`src/rtl/fifo_rd_packer_if.sv`:
```
`default_nettype none
// ============================================================================
// Module      : fifo_rd_packer_if
// Description : Bundle of the FIFO read-side signals and the packed-word
//               valid/ready output of fifo_rd_packer.
//               master = packer side, slave = FIFO/downstream environment.
// Revision    : 1.0 - initial release
// ============================================================================
interface fifo_rd_packer_if #(
  parameter int DATA_WIDTH = 8,
  parameter int PACK       = 4
);
  logic                       fifo_empty;
  logic                       fifo_r_en;
  logic [DATA_WIDTH-1:0]      fifo_r_data;
  logic [DATA_WIDTH*PACK-1:0] m_data;
  logic [PACK-1:0]            m_keep;
  logic                       m_valid;
  logic                       m_ready;

  modport master (
    input  fifo_empty, fifo_r_data, m_ready,
    output fifo_r_en, m_data, m_keep, m_valid
  );

  modport slave (
    output fifo_empty, fifo_r_data, m_ready,
    input  fifo_r_en, m_data, m_keep, m_valid
  );
endinterface
`default_nettype wire

```
`src/rtl/fifo_rd_packer.sv`:
```
`default_nettype none
// ============================================================================
// Module      : fifo_rd_packer
// Description : Pops entries from an async_fifo read port, packs PACK entries
//               little-endian into one wide word and presents it on a
//               valid/ready port. A starvation timeout flushes partial words.
// Revision    : 1.0 - initial release
// ============================================================================
module fifo_rd_packer #(
  parameter int DATA_WIDTH = 8,
  parameter int PACK       = 4,
  parameter int TIMEOUT    = 16
) (
  input  logic                  r_clk,
  input  logic                  r_rst,
  fifo_rd_packer_if.master      bus
);

  localparam int CW = $clog2(PACK + 1);
  localparam int IW = $clog2(TIMEOUT + 1);
  localparam int WW = DATA_WIDTH * PACK;

  localparam logic [CW-1:0] c_pack    = CW'(PACK);
  localparam logic [CW-1:0] c_pack_m1 = CW'(PACK - 1);
  localparam logic [IW-1:0] c_timeout = IW'(TIMEOUT);

  // Accumulator, fill count, pop-in-flight flag and starvation counter
  logic [WW-1:0]   acc_q, acc_d;
  logic [CW-1:0]   cnt_q, cnt_d;
  logic            inflight_q, inflight_d;
  logic [IW-1:0]   idle_q, idle_d;

  // Output word register
  logic [WW-1:0]   m_data_q, m_data_d;
  logic [PACK-1:0] m_keep_q, m_keep_d;
  logic            m_valid_q, m_valid_d;

  logic            w_slot_free;
  logic            w_pop;
  logic [CW:0]     w_occ;
  logic [WW-1:0]   w_acc_cap;
  logic [CW-1:0]   w_cnt_cap;
  logic            w_partial;
  logic            w_starved;
  logic [IW-1:0]   w_idle_inc;
  logic            w_flush;
  logic            w_load_full;
  logic [PACK-1:0] w_flush_keep;

  // Output slot can take a new word if empty or being drained this edge
  assign w_slot_free = !m_valid_q || bus.m_ready;

  // Entries already owned by the packer: captured plus the one in flight
  assign w_occ = {1'b0, cnt_q} + {{CW{1'b0}}, inflight_q};

  // Pop while the accumulator has room; the last lane may be requested
  // early only when the completed word will be able to leave the accumulator
  assign w_pop = !r_rst && !bus.fifo_empty &&
                 ((w_occ < {1'b0, c_pack}) ||
                  ((cnt_q == c_pack_m1) && inflight_q && w_slot_free));

  assign bus.fifo_r_en = w_pop;
  assign bus.m_data    = m_data_q;
  assign bus.m_keep    = m_keep_q;
  assign bus.m_valid   = m_valid_q;

  // Accumulator view after capturing the entry returned by last cycle's pop
  always_comb begin
    w_acc_cap = acc_q;
    w_cnt_cap = cnt_q;
    if (inflight_q) begin
      for (int k = 0; k < PACK; k++) begin
        if (cnt_q == CW'(k)) begin
          w_acc_cap[k*DATA_WIDTH +: DATA_WIDTH] = bus.fifo_r_data;
        end
      end
      w_cnt_cap = cnt_q + CW'(1);
    end
  end

  // Lanes holding data in a partial word
  always_comb begin
    w_flush_keep = '0;
    for (int k = 0; k < PACK; k++) begin
      w_flush_keep[k] = (CW'(k) < cnt_q);
    end
  end

  // Starvation tracking: a partial word with nothing coming from the FIFO.
  // The flush fires on the edge the counter reaches TIMEOUT, or later once
  // the output slot frees up while the counter sits saturated.
  assign w_partial   = (cnt_q != '0) && (cnt_q < c_pack) && !inflight_q;
  assign w_starved   = w_partial && bus.fifo_empty;
  assign w_idle_inc  = (w_starved && (idle_q != c_timeout)) ? idle_q + IW'(1) : idle_q;
  assign w_flush     = w_partial && w_slot_free && (w_idle_inc >= c_timeout);
  assign w_load_full = (w_cnt_cap == c_pack) && w_slot_free;

  // Next-state: capture, word hand-off to the output register, or flush
  always_comb begin
    acc_d      = w_acc_cap;
    cnt_d      = w_cnt_cap;
    inflight_d = w_pop;
    idle_d     = inflight_q ? '0 : w_idle_inc;
    m_data_d   = m_data_q;
    m_keep_d   = m_keep_q;
    m_valid_d  = m_valid_q && !bus.m_ready;
    if (w_load_full) begin
      m_data_d  = w_acc_cap;
      m_keep_d  = '1;
      m_valid_d = 1'b1;
      cnt_d     = '0;
      acc_d     = '0;
    end else if (w_flush) begin
      // Unused lanes of acc_q are still zero from the last clear
      m_data_d  = acc_q;
      m_keep_d  = w_flush_keep;
      m_valid_d = 1'b1;
      cnt_d     = '0;
      acc_d     = '0;
      idle_d    = '0;
    end
  end

  // State registers; reset also discards any pop in flight
  always_ff @(posedge r_clk) begin
    if (r_rst) begin
      acc_q      <= '0;
      cnt_q      <= '0;
      inflight_q <= 1'b0;
      idle_q     <= '0;
      m_data_q   <= '0;
      m_keep_q   <= '0;
      m_valid_q  <= 1'b0;
    end else begin
      acc_q      <= acc_d;
      cnt_q      <= cnt_d;
      inflight_q <= inflight_d;
      idle_q     <= idle_d;
      m_data_q   <= m_data_d;
      m_keep_q   <= m_keep_d;
      m_valid_q  <= m_valid_d;
    end
  end

endmodule
`default_nettype wire
```
`src/flat_wrapper.sv`:
```
// flat-port wrapper written by rule: the top's interface ports become plain ports
module fifo_rd_packer_flat 
#(
  parameter int DATA_WIDTH = 8,
  parameter int PACK       = 4,
  parameter int TIMEOUT    = 16
)
  (r_clk, r_rst, bus_fifo_empty, bus_fifo_r_data, bus_m_ready, bus_fifo_r_en, bus_m_data, bus_m_keep, bus_m_valid);
  fifo_rd_packer_if #(.DATA_WIDTH(DATA_WIDTH), .PACK(PACK)) bus_i ();
  input  logic r_clk;
  input  logic r_rst;
  input wire logic [$bits(bus_i.fifo_empty)-1:0] bus_fifo_empty;
  input wire logic [$bits(bus_i.fifo_r_data)-1:0] bus_fifo_r_data;
  input wire logic [$bits(bus_i.m_ready)-1:0] bus_m_ready;
  output wire logic [$bits(bus_i.fifo_r_en)-1:0] bus_fifo_r_en;
  output wire logic [$bits(bus_i.m_data)-1:0] bus_m_data;
  output wire logic [$bits(bus_i.m_keep)-1:0] bus_m_keep;
  output wire logic [$bits(bus_i.m_valid)-1:0] bus_m_valid;
  assign bus_i.fifo_empty = bus_fifo_empty;
  assign bus_i.fifo_r_data = bus_fifo_r_data;
  assign bus_i.m_ready = bus_m_ready;
  assign bus_fifo_r_en = bus_i.fifo_r_en;
  assign bus_m_data = bus_i.m_data;
  assign bus_m_keep = bus_i.m_keep;
  assign bus_m_valid = bus_i.m_valid;
  fifo_rd_packer #(.DATA_WIDTH(DATA_WIDTH), .PACK(PACK), .TIMEOUT(TIMEOUT)) u_core (.r_clk(r_clk), .r_rst(r_rst), .bus(bus_i));
endmodule
```
`config.mk`:
```
export PLATFORM = sky130hd
export DESIGN_NAME = fifo_rd_packer_flat
export DESIGN_NICKNAME = d
export VERILOG_FILES = /design/src/rtl/fifo_rd_packer_if.sv /design/src/rtl/fifo_rd_packer.sv /design/src/flat_wrapper.sv
export SDC_FILE = /design/constraint.sdc
export NUM_CORES = 1
export LEC_CHECK = 0
export CAP_MARGIN = 20
export CORE_MARGIN = 10
export CORE_UTILIZATION = 25
export CTS_CLUSTER_DIAMETER = 50
export DETAILED_ROUTE_END_ITERATION = 10
export GPL_TIMING_DRIVEN = 0
export PLACE_DENSITY = 0.45
export SYNTH_ARGS = -nofsm -noshare
export SYNTH_HDL_FRONTEND = slang
export SYNTH_SLANG_ARGS = --single-unit
```
`constraint.sdc`:
```
create_clock -name r_clk -period 2.9 [get_ports r_clk]
set_clock_uncertainty 0.05 [all_clocks]
set_input_delay 0.29 -clock r_clk [delete_from_list [all_inputs] [get_ports r_clk]]
set_output_delay 0.29 -clock r_clk [all_outputs]
set_load 0.01 [all_outputs]
```
; ---- After elaboration in Yosys (flattened, before gate mapping)
; Index checks and enable logic that the tools add are counted.
[word_totals]
ff_bits = 78
elab_cells = 61
[classes]
n_reduce_logical = 23
n_eq_ne = 5
mux = 16
n_addsub = 3
order_cmp = 7
[op_table]
columns = operator, count
row1 = two-way mux 32 bit, 3
row2 = two-way mux 8 bit, 4
row3 = two-way mux 5 bit, 4
row4 = logical AND 1 bit, 12
row5 = two-way mux 4 bit, 2
row6 = "== test 3 x 2 -> 1 bit, second input constant", 2
row7 = "less-than comparator 1 x 3 -> 1 bit, first input constant", 2
row8 = "less-than comparator 2 x 3 -> 1 bit, first input constant", 2
row9 = "adder 5 x 1 -> 5 bit, second input constant", 1
row10 = "greater-or-equal comparator 5 bit, second input constant", 1
row11 = zero test 1 bit, 5
row12 = "!= test 5 bit, second input constant", 1
row13 = adder 3 x 1 -> 4 bit, 1
row14 = "less-than comparator 4 x 3 -> 1 bit, second input constant", 1
row15 = "adder 3 x 1 -> 3 bit, second input constant", 1
row16 = "== test 3 x 1 -> 1 bit, second input constant", 1
row17 = "== test 3 bit, second input constant", 1
row18 = zero test 3 bit, 1
row19 = "less-than comparator 3 bit, second input constant", 1
row20 = two-way mux 3 bit, 1
row21 = nonzero test 3 bit, 1
row22 = OR reduction 3 bit, 1
row23 = logical OR 1 bit, 2
row24 = two-way mux 1 bit, 2
row25 = nonzero test 2 bit, 1

; ---- Depth between registers and ports, before layout
[depth]
word_depth = 10
ltp_mapped = 8

; ---- Worst setup path before layout
; Ideal clock, no wire load.
[synth_path]
path_kind = reg-to-reg
start = reg u_core.cnt_q[0]
end = reg u_core.m_data_q[17] (netlist: u_core.bus.m_data[17])
required_ns = 2.764
synth_period_minus_slack_ns = 1.944
path_slack_ns = 0.956
arrival_time_ns = 1.808
path_stages_with_launch = 7
cell_sequence = dfxtp_1 -> inv_1 -> ha_1 -> nand3b_4 -> nor4_4 -> mux2i_1 -> a221oi_2
[synth_via]
elab_chain_len = 9
elab_cells_between_ends = 19
cone_classes = 1 x add/sub / 2 x order compare / 2 x eq/ne / 5 x mux / 9 x reduce/logical
[synth_lines]
columns = item, line_no
row1 = from (decl), fifo_rd_packer.sv:29  ; logic [CW-1:0] cnt_q, cnt_d;
row2 = from (signal assigned), fifo_rd_packer.sv:136  ; cnt_q <= cnt_d;
row3 = less-than comparator 3 bit / nonzero test 3 bit (equally long branches), fifo_rd_packer.sv:92  ; assign w_partial = (cnt_q != '0) && (cnt_q < c_pack) && !inflight_q;
row4 = logical AND 1 bit (2 in a row), fifo_rd_packer.sv:92
row5 = logical AND 1 bit, fifo_rd_packer.sv:93  ; assign w_starved = w_partial && bus.fifo_empty;
row6 = logical AND 1 bit, fifo_rd_packer.sv:94  ; assign w_idle_inc = (w_starved && (idle_q != c_timeout)) ? idle_q + IW'(1) : idle_q;
row7 = two-way mux 5 bit, fifo_rd_packer.sv:94
row8 = greater-or-equal comparator 5 bit, fifo_rd_packer.sv:95  ; assign w_flush = w_partial && w_slot_free && (w_idle_inc >= c_timeout);
row9 = logical AND 1 bit, fifo_rd_packer.sv:95
row10 = nonzero test 2 bit (no line), n/a
row11 = to (signal assigned), fifo_rd_packer.sv:139  ; m_data_q <= m_data_d;
row12 = to (decl), fifo_rd_packer.sv:34  ; logic [WW-1:0] m_data_q, m_data_d;
; Parallel ways exist; a longest one is shown, timed or not.
; A chain may end at the register's enable or synchronous reset.

; ---- Worst setup path in the final report
[layout_path]
start = reg u_core.cnt_q[0]
end = reg u_core.acc_q[28]
[layout_via]
elab_chain_len = 9
elab_cells_between_ends = 18
cone_classes = 1 x add/sub / 2 x order compare / 2 x eq/ne / 4 x mux / 9 x reduce/logical
[layout_lines]
columns = item, line_no
row1 = less-than comparator 3 bit / nonzero test 3 bit (equally long branches), fifo_rd_packer.sv:92
row2 = logical AND 1 bit (2 in a row), fifo_rd_packer.sv:92
row3 = logical AND 1 bit, fifo_rd_packer.sv:93
row4 = logical AND 1 bit, fifo_rd_packer.sv:94
row5 = two-way mux 5 bit, fifo_rd_packer.sv:94
row6 = greater-or-equal comparator 5 bit, fifo_rd_packer.sv:95
row7 = logical AND 1 bit, fifo_rd_packer.sv:95
row8 = OR reduction 3 bit (no line), n/a
row9 = to (signal assigned), fifo_rd_packer.sv:127  ; acc_q <= '0;
row10 = to (signal assigned), fifo_rd_packer.sv:135  ; acc_q <= acc_d;
row11 = to (decl), fifo_rd_packer.sv:28  ; logic [WW-1:0] acc_q, acc_d;
; Parallel ways exist; a longest one is shown, timed or not.

==> Flow_metrics.wiki <==
{| class="wikitable"
! Metric !! Value
|-
| Result of the run || finished, final reports clean
|-
| Pleak || approximately 1.8 nW
|-
| Worst hold path endpoint || u_core.acc_q[22]$_SDFF_PP0_
|-
| Most common library cell in the layout ignoring fill and taps || dfxtp_1
|-
| Proportion of power drawn by combinational gates || 0.071
|-
| HP Class || register to register
|-
| DP Wirelength || 7517 µm
|-
| Setup-failing EPs final || 0
|-
| Critical R2R Capture || u_core.acc_q[28]$_SDFF_PP0_
|-
| Fraction of power consumed by the clock network || 0.453
|-
| Worst-path clk slew || approximately 0.06 ns
|-
| Horiz. Die Dim || ~140 µm
|-
| Number of enable flip-flop cells after synthesis || 0
|-
| Via count of the first global-routing pass || between 2,000 and 3,000
|-
| TritonCTS clock tree || done
|-
| Number of stages on the worst hold path || 2
|-
| Nets || 420
|-
| H-Tree Level Count || 3
|-
| Critical path data arrival time || 2.82 ns
|-
| Setup fix buffers added after clock tree synthesis || 0
|-
| Number of antenna violations at the first check in global routing || 0
|-
| Count of cell types in the netlist || 43
|-
| Max cap viols || 0
|-
| Fraction of registers with async set/reset || 0
|-
| Max frequency || ~380 MHz
|-
| Final critical delay including setup and external delays || ~2.7 ns
|-
| Most frequent cells in the layout || 78 x dfxtp_1, 55 x nor2_1, 48 x mux2i_1, 48 x clkdlybuf4s50_1, 19 x a21oi_1
|-
| Number of nets with antenna violations after routing || 0
|-
| Global routing usage summed across all routing layers || 0.1100
|-
| Headroom to the max-slew limit || 0.4168
|-
| Crit-path max cell delay || 0.65 ns
|-
| Final Routed Wirelength || around 11,000 µm
|-
| Final Hold Viols || 0
|-
| RSZ-0062 raised after global routing || false
|-
| Clock latency on the worst-skew pair || 0.33 ns
|-
| Number of rows in the core area || 43
|-
| Fin cells || around 590
|-
| Die outline area || 19,230 µm²
|-
| Number of buffers added by the clock tree synthesis step || 9
|-
| Synth warn || 0
|-
| Met2 track demand over resource in global routing || 0.1714
|-
| Final count of pins violating max slew || 0
|-
| Total negative setup slack || 0 ns
|-
| Internal portion of total power || 1.770 mW
|-
| Netlist Area Pre-Place || between 3000 and 4000 µm²
|-
| Pin count of the biggest net entering global routing || 12
|-
| Overflow after GRT || 0
|-
| Register share of total power || 0.476
|-
| Die extent in y || 138.7 µm
|-
| Detailed-route DRC error count || 0
|-
| Wire length of the first global-routing pass || 17,000 µm
|-
| Primary FF master, synth || dfxtp_1
|-
| Number of cells upsized or downsized after cts || 0
|-
| Detailed-route via count || 2,783
|-
| Number of buffers between clock root and the deepest sink || 2
|-
| Number of buffers inserted for hold repair after clock tree synthesis || 0
|-
| Cell-by-cell trace of the critical path || inv_1, ha_1, nor3_2, nand2_1, o211ai_1, buf_2, nor2_1
|-
| Sinks on the clock net || 78
|-
| Critical path data required time || 3.06 ns
|-
| Family with the most delay on the worst path || compound AO/OA/AOI/OAI gates
|-
| Worst-path maximum fanout || 10
|-
| Effective utilization at floorplan || 0.2546
|-
| Synthesis-to-layout area growth || 27.68%
|-
| WS Path Type || register to register
|-
| Post-Syn Area per Cell || 10.26 µm²
|-
| Number of standard cells after synthesis || 343
|-
| Syn Nets || around 360
|-
| Worst path bufs/invs || 2
|-
| Initial DRT Pass Iterations || 4
|-
| Category of the worst setup path capture point || register
|-
| Worst reg-to-reg path cell count || 7
|-
| Category of the worst setup path launch point || register
|-
| Fraction of layout cells with a size suffix above 1 || 0.1108
|-
| Setup slack on the worst flop-to-flop path || approximately 0.24 ns
|-
| Number of cells in the design after placement || 571
|-
| Post-DR vias/cell || 4.749
|-
| Count of input and output buffers || 48
|-
| Worst R2R Start || u_core.cnt_q[0]$_SDFF_PP0_
|-
| Clock root buffer || clkbuf_16
|-
| Violation count after the first detailed-route iteration || 159
|-
| Met1 Usage GRT || 0.1425
|-
| Floorplan Core Area || 13,830 µm²
|-
| WL/cell || ~18 µm
|-
| Pwr Density || 513.9 nW/µm²
|-
| Placer congestion estimate || 0.7411
|-
| Synthesis-stage register bit count || 78
|-
| Part of the cycle the worst path needs || 0.9162
|-
| Top Usage Layer GRT || met2
|-
| Sw power || 540.3 µW
|-
| Register area share after synthesis || 0.4435
|-
| Sw frac || 0.2339
|-
| Number of antenna cells inserted || 0
|-
| Peak ir drop on the vdd network || 0.0002501 V
|-
| Worst-Margin Slew || 0.8730 ns
|-
| M3 GR Usage || 0.03151
|-
| Number of placed I/O pins || 50
|-
| Hold Slack || 0.4439 ns
|-
| CP max-delay cell || o211ai_1
|-
| Worst hold start || u_core.acc_q[22]$_SDFF_PP0_
|}
metrics by stage:
step	power, mW	utilization	worst slack, ns	area, µm²
final	2.310	0.3251	0.2431	4496
after floorplan	1.220	-	0.9556	3521
after CTS	2.337	0.3251	0.2034	4496
after global routing	2.407	0.3251	0.008033	4496
after global placement	1.288	0.3057	0.2446	4227
after detailed placement	1.290	0.3057	0.2008	4227
power by group through the flow:
| stage | Clock (mW) | Sequential, mW | Combinational [mW] |
|---|---|---|---|
| global route | 1.12 | 1.10 | 0.182 |
| global placement | 0 | 1.12 | 0.165 |
| CTS | 1.07 | 1.10 | 0.168 |
| finish | 1.05 | 1.10 | 0.165 |
| floorplan | 0 | 1.12 | 0.0983 |
| detailed placement | 0 | 1.12 | 0.167 |
logic make-up after synthesis:
family                   count (synthesis)  share of synthesized area
AND/OR/NAND/NOR                        108                     0.1816
flip-flops                              78                     0.4435
AO/OA/AOI/OAI                           64                     0.1542
multiplexers                            48                     0.1365
buffers and inverters                   34                    0.05046
adder cells (fa/ha/maj)                  6                    0.02132
XOR/XNOR                                 5                    0.01244
area by class of cell:
class / count / area (µm²)
buffer: 28 / 155.1
clock buffer: 14 / 264.0
clock inverter: 1 / 5.005
fill: 1420 / 9331
inverter: 6 / 22.52
multi-input combinational: 231 / 1782
sequential: 78 / 1562
tap: 180 / 225.2
timing repair buffer: 48 / 480.5
layer usage:
metal	wire length, µm	share of wire	up-vias
met4	121	0.012	0
met3	540	0.051	7
met5	0	0	-
li1	-	-	1381
met1	5059	0.48	1342
met2	4786	0.46	53
flip-flops by register name, summed over array words and instances, names as in the netlist:
signal	count
u_core.acc_q	32
u_core.bus.m_data	32
u_core.idle_q	5
u_core.bus.m_keep	4
u_core.cnt_q	3
u_core.bus.m_valid	1
u_core.inflight_q	1
how the worst max path moves through the flow:
| stage | start | end | slack, ns | depth (start not counted) |
|---|---|---|---|---|
| final | u_core.cnt_q[0]$_SDFF_PP0_ | u_core.acc_q[28]$_SDFF_PP0_ | 0.24 | 7 |
| after CTS | u_core.cnt_q[0]$_SDFF_PP0_ | u_core.acc_q[30]$_SDFF_PP0_ | 0.20 | 7 |
| after floorplan | u_core.cnt_q[0]$_SDFF_PP0_ | u_core.bus.m_data[17]$_SDFFE_PP0P_ | 0.96 | 6 |
| after global placement | bus_fifo_empty | u_core.acc_q[24]$_SDFF_PP0_ | 0.24 | 6 |
| after global routing | u_core.cnt_q[0]$_SDFF_PP0_ | u_core.acc_q[0]$_SDFF_PP0_ | 0.008 | 7 |
| after detailed placement | bus_fifo_empty | u_core.acc_q[28]$_SDFF_PP0_ | 0.20 | 6 |
worst reg2reg max path, delay by kind of cell, from the launching register on:
| family | cells | cell delay [ns] |
|---|---|---|
| flip-flops | 1 | 0.47 |
| AND/OR/NAND/NOR | 3 | 0.60 |
| AO/OA/AOI/OAI | 1 | 0.65 |
| adder cells (fa/ha/maj) | 1 | 0.23 |
| buffers and inverters | 2 | 0.53 |
cells in the mapped netlist, types with 2 or more instances:
master	number	area, µm²
buf_4	2	15.01
nand3b_1	2	15.01
clkbuf_1	12	45.04
and2_1	3	18.77
ha_1	6	75.07
a21oi_1	19	95.09
a211oi_1	3	22.52
and3b_1	2	17.52
inv_1	6	22.52
nor3_1	4	20.02
nand2b_1	2	12.51
or3_1	18	112.6
mux2i_1	48	480.5
a221oi_2	8	120.1
nor2_1	55	206.5
a221oi_1	6	52.55
a31oi_1	2	12.51
buf_6	4	45.04
buf_2	10	50.05
nor4_1	5	31.28
o21ai_0	2	10.01
o311a_1	18	180.2
dfxtp_1	78	1562
nand4_1	4	25.02
nor4_4	3	63.81
xor2_1	4	35.03
(Power assumes the default switching activity.)
